**config.mk**
```make
export PLATFORM = sky130hd
export DESIGN_NAME = wb_arbiter_flat
export DESIGN_NICKNAME = d
export VERILOG_FILES = /design/src/rtl/wb_arbiter_if.sv /design/src/rtl/wb_arbiter.sv /design/src/flat_wrapper.sv
export SDC_FILE = /design/constraint.sdc
export NUM_CORES = 1
export LEC_CHECK = 0
export CORE_MARGIN = 1
export CORE_UTILIZATION = 30
export CTS_CLUSTER_SIZE = 30
export DETAILED_ROUTE_END_ITERATION = 8
export PLACE_DENSITY = 0.51
export SLEW_MARGIN = 20
export SYNTH_ARGS = -nofsm -noshare
export SYNTH_HDL_FRONTEND = slang
export SYNTH_SLANG_ARGS = --single-unit
```
**constraint.sdc**
```tcl
create_clock -name clk -period 7.2 [get_ports clk]
set_input_delay 1.44 -clock clk [delete_from_list [all_inputs] [get_ports clk]]
set_output_delay 1.44 -clock clk [all_outputs]
set_load 0.05 [all_outputs]
```
**src/rtl/wb_arbiter_if.sv**
```systemverilog
// Write-back arbiter bus: requester handshakes, flush/stall controls and the registered
// write-back port feeding the ROB result push.
interface wb_arbiter_if #(
    parameter int unsigned N_REQ  = 4,
    parameter int unsigned TAG_W  = 4,
    parameter int unsigned DATA_W = 32
);
    localparam int unsigned SrcW = $clog2(N_REQ);

    logic [N_REQ-1:0]        req_valid;
    logic [N_REQ*TAG_W-1:0]  req_tag;
    logic [N_REQ*DATA_W-1:0] req_data;
    logic [N_REQ-1:0]        req_ready;
    logic                    flush;
    logic                    rob_stall;
    logic                    wb_valid;
    logic [TAG_W-1:0]        wb_tag;
    logic [DATA_W-1:0]       wb_data;
    logic [SrcW-1:0]         wb_src;

    modport master (
        output req_valid, req_tag, req_data, flush, rob_stall,
        input  req_ready, wb_valid, wb_tag, wb_data, wb_src
    );

    modport slave (
        input  req_valid, req_tag, req_data, flush, rob_stall,
        output req_ready, wb_valid, wb_tag, wb_data, wb_src
    );
endinterface

```
**src/rtl/wb_arbiter.sv**
```systemverilog
// Round-robin write-back arbiter: one-entry holding buffer per execution unit, one grant per
// cycle onto a registered write-back bus; idle cycles carry TAG_INVALID.
module wb_arbiter #(
    parameter int unsigned     N_REQ       = 4,
    parameter int unsigned     TAG_W       = 4,
    parameter int unsigned     DATA_W      = 32,
    parameter logic [TAG_W-1:0] TAG_INVALID = {TAG_W{1'b1}}
) (
    input  logic        clk,
    input  logic        rst,
    wb_arbiter_if.slave bus
);
    localparam int unsigned     SrcW    = $clog2(N_REQ);
    localparam logic [SrcW-1:0] LastIdx = SrcW'(N_REQ - 1);

    logic [N_REQ-1:0]  buf_valid_q, buf_valid_d;
    logic [TAG_W-1:0]  buf_tag_q  [N_REQ];
    logic [TAG_W-1:0]  buf_tag_d  [N_REQ];
    logic [DATA_W-1:0] buf_data_q [N_REQ];
    logic [DATA_W-1:0] buf_data_d [N_REQ];
    logic [SrcW-1:0]   rr_ptr_q, rr_ptr_d;

    logic              wb_valid_q, wb_valid_d;
    logic [TAG_W-1:0]  wb_tag_q, wb_tag_d;
    logic [DATA_W-1:0] wb_data_q, wb_data_d;
    logic [SrcW-1:0]   wb_src_q, wb_src_d;

    logic [N_REQ-1:0]  elig;
    logic [N_REQ-1:0]  grant;
    logic [N_REQ-1:0]  req_ready;
    logic              grant_any;
    logic [SrcW-1:0]   grant_idx;

    always_comb begin
        elig = buf_valid_q & ~{N_REQ{bus.rob_stall | bus.flush}};
    end

    // First eligible buffer scanning upward from rr_ptr, wrapping.
    always_comb begin
        int unsigned k;
        k         = 0;
        grant     = '0;
        grant_any = 1'b0;
        grant_idx = '0;
        for (int unsigned j = 0; j < N_REQ; j++) begin
            k = (32'(rr_ptr_q) + j) % N_REQ;
            if (!grant_any && elig[k]) begin
                grant_any = 1'b1;
                grant_idx = SrcW'(k);
                grant[k]  = 1'b1;
            end
        end
    end

    // A granted buffer frees its slot on the same edge, so it can be refilled immediately.
    always_comb begin
        req_ready = {N_REQ{~rst & ~bus.flush}} & (~buf_valid_q | grant);
    end

    always_comb begin
        buf_valid_d = buf_valid_q;
        buf_tag_d   = buf_tag_q;
        buf_data_d  = buf_data_q;
        for (int i = 0; i < int'(N_REQ); i++) begin
            if (grant[i]) begin
                buf_valid_d[i] = 1'b0;
            end
            if (bus.req_valid[i] && req_ready[i] &&
                bus.req_tag[i*TAG_W +: TAG_W] != TAG_INVALID) begin
                buf_valid_d[i] = 1'b1;
                buf_tag_d[i]   = bus.req_tag[i*TAG_W +: TAG_W];
                buf_data_d[i]  = bus.req_data[i*DATA_W +: DATA_W];
            end
        end
        if (bus.flush) begin
            buf_valid_d = '0;
        end
    end

    always_comb begin
        rr_ptr_d   = rr_ptr_q;
        wb_valid_d = grant_any;
        wb_tag_d   = TAG_INVALID;
        wb_data_d  = wb_data_q;
        wb_src_d   = wb_src_q;
        if (grant_any) begin
            wb_tag_d  = buf_tag_q[grant_idx];
            wb_data_d = buf_data_q[grant_idx];
            wb_src_d  = grant_idx;
            rr_ptr_d  = (grant_idx == LastIdx) ? '0 : grant_idx + 1'b1;
        end
        if (bus.flush) begin
            rr_ptr_d = '0;
        end
    end

    always_ff @(posedge clk or posedge rst) begin
        if (rst) begin
            buf_valid_q <= '0;
            for (int i = 0; i < int'(N_REQ); i++) begin
                buf_tag_q[i]  <= '0;
                buf_data_q[i] <= '0;
            end
            rr_ptr_q   <= '0;
            wb_valid_q <= 1'b0;
            wb_tag_q   <= TAG_INVALID;
            wb_data_q  <= '0;
            wb_src_q   <= '0;
        end else begin
            buf_valid_q <= buf_valid_d;
            buf_tag_q   <= buf_tag_d;
            buf_data_q  <= buf_data_d;
            rr_ptr_q    <= rr_ptr_d;
            wb_valid_q  <= wb_valid_d;
            wb_tag_q    <= wb_tag_d;
            wb_data_q   <= wb_data_d;
            wb_src_q    <= wb_src_d;
        end
    end

    assign bus.req_ready = req_ready;
    assign bus.wb_valid  = wb_valid_q;
    assign bus.wb_tag    = wb_tag_q;
    assign bus.wb_data   = wb_data_q;
    assign bus.wb_src    = wb_src_q;
endmodule
```
**src/flat_wrapper.sv**
```systemverilog
// flat-port wrapper written by rule: the top's interface ports become plain ports
module wb_arbiter_flat 
#(
    parameter int unsigned     N_REQ       = 4,
    parameter int unsigned     TAG_W       = 4,
    parameter int unsigned     DATA_W      = 32,
    parameter logic [TAG_W-1:0] TAG_INVALID = {TAG_W{1'b1}}
)
  (clk, rst, bus_req_valid, bus_req_tag, bus_req_data, bus_flush, bus_rob_stall, bus_req_ready, bus_wb_valid, bus_wb_tag, bus_wb_data, bus_wb_src);
  wb_arbiter_if #(.N_REQ(N_REQ), .TAG_W(TAG_W), .DATA_W(DATA_W)) bus_i ();
  input  logic clk;
  input  logic rst;
  input wire logic [$bits(bus_i.req_valid)-1:0] bus_req_valid;
  input wire logic [$bits(bus_i.req_tag)-1:0] bus_req_tag;
  input wire logic [$bits(bus_i.req_data)-1:0] bus_req_data;
  input wire logic [$bits(bus_i.flush)-1:0] bus_flush;
  input wire logic [$bits(bus_i.rob_stall)-1:0] bus_rob_stall;
  output wire logic [$bits(bus_i.req_ready)-1:0] bus_req_ready;
  output wire logic [$bits(bus_i.wb_valid)-1:0] bus_wb_valid;
  output wire logic [$bits(bus_i.wb_tag)-1:0] bus_wb_tag;
  output wire logic [$bits(bus_i.wb_data)-1:0] bus_wb_data;
  output wire logic [$bits(bus_i.wb_src)-1:0] bus_wb_src;
  assign bus_i.req_valid = bus_req_valid;
  assign bus_i.req_tag = bus_req_tag;
  assign bus_i.req_data = bus_req_data;
  assign bus_i.flush = bus_flush;
  assign bus_i.rob_stall = bus_rob_stall;
  assign bus_req_ready = bus_i.req_ready;
  assign bus_wb_valid = bus_i.wb_valid;
  assign bus_wb_tag = bus_i.wb_tag;
  assign bus_wb_data = bus_i.wb_data;
  assign bus_wb_src = bus_i.wb_src;
  wb_arbiter #(.N_REQ(N_REQ), .TAG_W(TAG_W), .DATA_W(DATA_W), .TAG_INVALID(TAG_INVALID)) u_core (.clk(clk), .rst(rst), .bus(bus_i));
endmodule
```
Word-level counts from Yosys, hierarchy flattened
Cells that the tools add are included.

Register bits after elaboration: 189. Word-level logic and storage cells: 118. Input bits: 152. Output and inout bits: 43.

Reductions and logical operators: 23. Bitwise operators: 13. Eq/ne operators: 5. Multiplexer cells: 47. Magnitude comparators: 9. Add/subtract/negate cells: 4.

Operator list (count): binary-select mux 32 bit (select 2 bit) (1); two-way mux 32 bit (2); two-way mux 4 bit (8); two-way mux 1 bit (20); != test 4 bit (second input constant) (4); bitwise OR 4 bit (4); logical AND 1 bit (15); two-way mux 2 bit (7); less-than comparator 2 x 3 -> 1 bit (second input constant) (4); nonzero test 3 bit (4); bitwise AND 4 bit (2); binary-select mux 1 bit (select 2 bit) (4); binary-select mux 4 bit (select 2 bit) (1); demux 1 bit (select 2 bit) (4); >= comparator 2 x 1 -> 1 bit (second input constant) (4); inverter 4 bit (2); adder 2 x 1 -> 2 bit (second input constant) (2); adder 2 bit (second input constant) (2); >= comparator 3 bit (second input constant) (1); logical NOT 1 bit (3); inverter 2 -> 3 bit (1); equality test 2 bit (second input constant) (1); inverter 1 bit (2); nonzero test 2 bit (1); 2 further kinds (2).

Logic depth before layout (Yosys ltp)
Depth in word-level cells: 21. Depth in mapped cells: 14. Depth with buffers taken out: 10.

Least setup slack after synthesis
No wires, ideal clock.

Path kind: input -> register. Start: in rst. End: reg u_core.buf_valid_q[1]. Setup slack: 1372 ps. Stages: 3. Buffers on the path: 0. Arrival: 5735 ps. Cells stage by stage: inv_1 > a31oi_1 > nor2_1.

Longest elaborated chain between the ends: 7. Elaborated cells between the ends (all ways): 8. Classes of those cells: mux (2); bitwise (3); reduce/logical (3).

RTL lines: start, declared (line flat_wrapper.sv:12) `input logic rst;`; inverter 1 bit (*) (line wb_arbiter.sv:57) `req_ready = {N_REQ{~rst & ~bus.flush}} & (~buf_valid_q | grant);`; bitwise AND 1 bit (*) (line wb_arbiter.sv:57); bitwise AND 4 bit (*) (line wb_arbiter.sv:57); logical AND 1 bit (*) (2 in series) (line wb_arbiter.sv:68) `if (bus.req_valid[i] && req_ready[i] &&`; two-way mux 1 bit (line wb_arbiter.sv:68); two-way mux 4 bit (line wb_arbiter.sv:75) `if (bus.flush) begin`; end signal, assigned (line wb_arbiter.sv:110) `buf_valid_q <= buf_valid_d;`; end, declared (line wb_arbiter.sv:16) `logic [N_REQ-1:0] buf_valid_q, buf_valid_d;`.

Every way passes the cells marked *; elsewhere a longest branch is shown, timed or not. A chain may end at the register's enable or synchronous reset.

Final worst setup path
Start: in bus_flush. End: out bus_req_ready[1].

Longest elaborated chain between the ends: 17. Elaborated cells between the ends (all ways): 31. Classes of those cells: mux (15); bitwise (10); reduce/logical (6).

RTL lines: start, declared (line flat_wrapper.sv:16) `input wire logic [$bits(bus_i.flush)-1:0] bus_flush;`; bitwise OR 1 bit (line wb_arbiter.sv:35) `elig = buf_valid_q & ~{N_REQ{bus.rob_stall | bus.flush}};`; inverter 4 bit (line wb_arbiter.sv:35); bitwise AND 4 bit (line wb_arbiter.sv:35); binary-select mux 1 bit (select 2 bit) (line wb_arbiter.sv:47) `if (!grant_any && elig[k]) begin`; two-way mux 1 bit (not written as such) (line wb_arbiter.sv:47); two-way mux 1 bit (line wb_arbiter.sv:47); logical NOT 1 bit (line wb_arbiter.sv:47); logical AND 1 bit (line wb_arbiter.sv:47); two-way mux 1 bit (line wb_arbiter.sv:47); logical NOT 1 bit (line wb_arbiter.sv:47); logical AND 1 bit (line wb_arbiter.sv:47); two-way mux 1 bit (line wb_arbiter.sv:47); logical NOT 1 bit (line wb_arbiter.sv:47); logical AND 1 bit (line wb_arbiter.sv:47); two-way mux 4 bit (line wb_arbiter.sv:47); bitwise OR 4 bit (line wb_arbiter.sv:57); bitwise AND 4 bit (*) (line wb_arbiter.sv:57); end, declared (line flat_wrapper.sv:18) `output wire logic [$bits(bus_i.req_ready)-1:0] bus_req_ready;`.

Every way passes the cells marked *; elsewhere a longest branch is shown, timed or not. The select of a mux whose other input is x is not followed.

==> results.md <==
- Leak: between 4 and 5 nW
- Number of placed cells counting well taps: 1260
- Synthesized-area fraction occupied by ao, oa, aoi and oai cells: 10.3%
- Final period util: between 80 and 90%
- Synthesized Nets: ~880
- Final Max Tran Viols: 0
- Final setup viols: 0
- Clock skew: 0.0156 ns
- Cell count after synthesis: 717
- WP data arrival: 4.76 ns
- Inserted Clock Buffers: 17
- Worst-Margin Slew: 1.05 ns
- Number of global-route vias before repair: roughly 6800
- Layout cell share with drive strength beyond 1: ~12%
- Hold_sp: u_core.bus.wb_src[1]
- Pwr/cell area: 307 nW/um2
- FF+latch area: ~4700 um2
- Min Tclk post-route: 6.20 ns
- CP Class: input pin to primary output
- Outcome: completed
- Area occupied by multi-input gates: 4140 um2
- Critical path data required time: 5.76 ns
- Share of synthesized registers carrying an async set or reset: 100%
- Die Width: 177 um
- Post_cts resized: 0
- CP Capture Type: primary output
- Reg2Reg Launch Point: u_core.rr_ptr_q[0]
- Register area share after synthesis: about half
- Number of synthesized flops with an enable pin: 0
- Initial core utilization: 30.8%
- Post-synthesis adder-cell area fraction: under 10%
- TritonCTS clock tree: done
- Gr usage total: between 15 and 20%
- Slew HR: 30.0%
- Layout fillers: 2863
- Most frequent cells in the layout: 194 x clkdlybuf4s50_1, 185 x dfrtp_1, 137 x mux2_1, 75 x nor2_1, 41 x a21oi_1
- DRT iter0 DRCs: 412
- Final Hold Vio Count: 0
- Peak fanout along the critical path: 17
- Routed wire per std cell: roughly 21 um
- DRT Pass-1 Iters: 4
- Largest net degree at the start of global routing: 129
- FMAX: 161 MHz
- RePlAce Congestion: 0.819
- Port Buffers: around 190
- CTS max path bufs: 2
- CTS sink count: 189
- Final hold slack: 0.479 ns
- Pwr Total: 3.68 mW
- Wire length of the first global-routing pass: 41.4 mm
- Core Area: 29900 um2
- Final Core Density: 40.1%
- Xor/xnor share of the synthesized area: 0%
- Clk root buf: clkbuf_16
- Clock Latency Late Sink: 0.45 ns
- CTS clk-pin slew, worst paths: 0.07 ns
- Max H-tree Level: 4
- Avg Cell Area, Syn: around 13 um2
- Grt ovf: 0
- Hold buffer count at CTS: 0
- Antenna violations before repair: 1
- Crit path from: bus_flush
- Cell Area, Synth: 9190 um2
- Max-cap viol count: 0
- Post-Route Setup TNS: 0 ns
- Num rows: 63
- Die ar.: ~31000 um2
- Die height: between 150 and 200 um
- DRC: 0
- YS warnings: 0
- Post-DP HPWL: ~17 mm
- Non-Filler Instances: 1294
- Number of setup buffers added after CTS: 0
- Main combinational cell family by area after synthesis: multiplexers
- Worst Hold Class: register to register
- Via count: 6404
- Remaining antenna violation count: 0
- Most common cell after layout, fill and taps aside: clkdlybuf4s50_1
- Setup crit start kind: input pin
- Final wirelength: 26.6 mm
- Ys flop type: dfrtp_1
- Post-synthesis mux area share: 23.5%
- Fin nets: 1050
- IO Count: a little under 200
- Worst vdd ir: 0.000152 V
- Via density: a little under 5
- RSZ-0062 raised after global routing: no
- Simple-gate share of the synthesized area: roughly 9.9%
- #FFs+latches synth: 189
- Yosys cell types: 58
- Area Overhead vs Synth: 30.4%
critical path, cell delays in order:
cell and delay (ns):
clkdlybuf4s50_1 0.86, or3b_1 0.38, o22ai_4 0.17, nor4_4 0.66, a211oi_4 0.19, nor2_1 0.21
clkdlybuf4s50_1 0.84
synth_stat cells (5+ instances only):
master	instances	share of area, %
nand2_1	22	0.90
ha_1	8	1.1
a21oi_1	41	2.2
nor2_1	75	3.1
nor3_1	6	0.33
dfrtp_1	185	50
a221o_1	31	3.4
mux2i_1	7	0.76
nand3_1	9	0.49
clkbuf_1	18	0.73
o22a_1	8	0.76
buf_2	6	0.33
buf_6	18	2.2
nor4_1	31	2.1
mux2_4	32	5.2
mux2_1	137	17
inv_1	6	0.24
o22ai_1	5	0.34
where the power goes:
group / switching [mW] / total, mW / internal, mW
combinational: 0.646 / 1.17 / 0.527
clock: 0.475 / 0.988 / 0.513
sequential: 0.175 / 1.52 / 1.34
total: 1.30 / 3.68 / 2.38
sequential cells by signal, indices dropped and copies added, names as in the netlist:
signal,cells
u_core.bus.wb_tag,4
u_core.bus.wb_data,32
u_core.buf_data_q,128
u_core.buf_tag_q,16
u_core.rr_ptr_q,2
u_core.buf_valid_q,4
u_core.bus.wb_src,2
u_core.bus.wb_valid,1
routing by layer:
metal  GRT usage (%)  routed length [um]  vias to the layer above
met5               0                   0                        -
li1                -                   -                     2985
met3            4.19                1320                       15
met1            23.5               12100                     3262
met2            28.9               12900                      142
met4            4.24                 217                        0
path summary, 6_finish.rpt:
check                                          to  slack [ns]  cells past startpoint
setup / recovery                 bus_req_ready[1]         1.0                      7
hold / removal               u_core.bus.wb_src[1]        0.48                      2
setup reg to reg            u_core.bus.wb_data[7]        2.35                      9
hold reg to reg              u_core.bus.wb_src[1]        0.48                      2
max in group asynchronous  u_core.buf_data_q[110]        4.13                      3
min in group asynchronous     u_core.buf_tag_q[0]        1.64                      2
kinds of logic (layout without fill, tap and decap cells):
logic type | after synthesis | count (layout)
adder cells (fa/ha/maj) | 8 | 8
AO/OA/AOI/OAI | 116 | 116
flip-flops | 189 | 189
multiplexers | 180 | 180
buffers and inverters | 52 | 238
other | 0 | 1
AND/OR/NAND/NOR | 172 | 172
stage by stage:
stage | setup WS, ns | instance area (um2)
CTS | 0.993 | 12000
global route | 0.847 | 12000
floorplan | 0.606 | 9190
detailed placement | 1.01 | 11400
finish | 0.999 | 12000
global placement | 1.05 | 11400
layout make-up:
cell class / count / share of cell area [%]
Sequential cell: 189 / 39.5
Timing Repair Buffer: 198 / 16.6
Clock buffer: 19 / 3.78
Clock inverter: 13 / 1.21
Multi-Input combinational cell: 476 / 34.5
Inverter: 8 / 0.313
Tap cell: 390 / 4.07
Antenna cell: 1 / 0.0209
No activity file was read; power rests on OpenSTA's default activity.
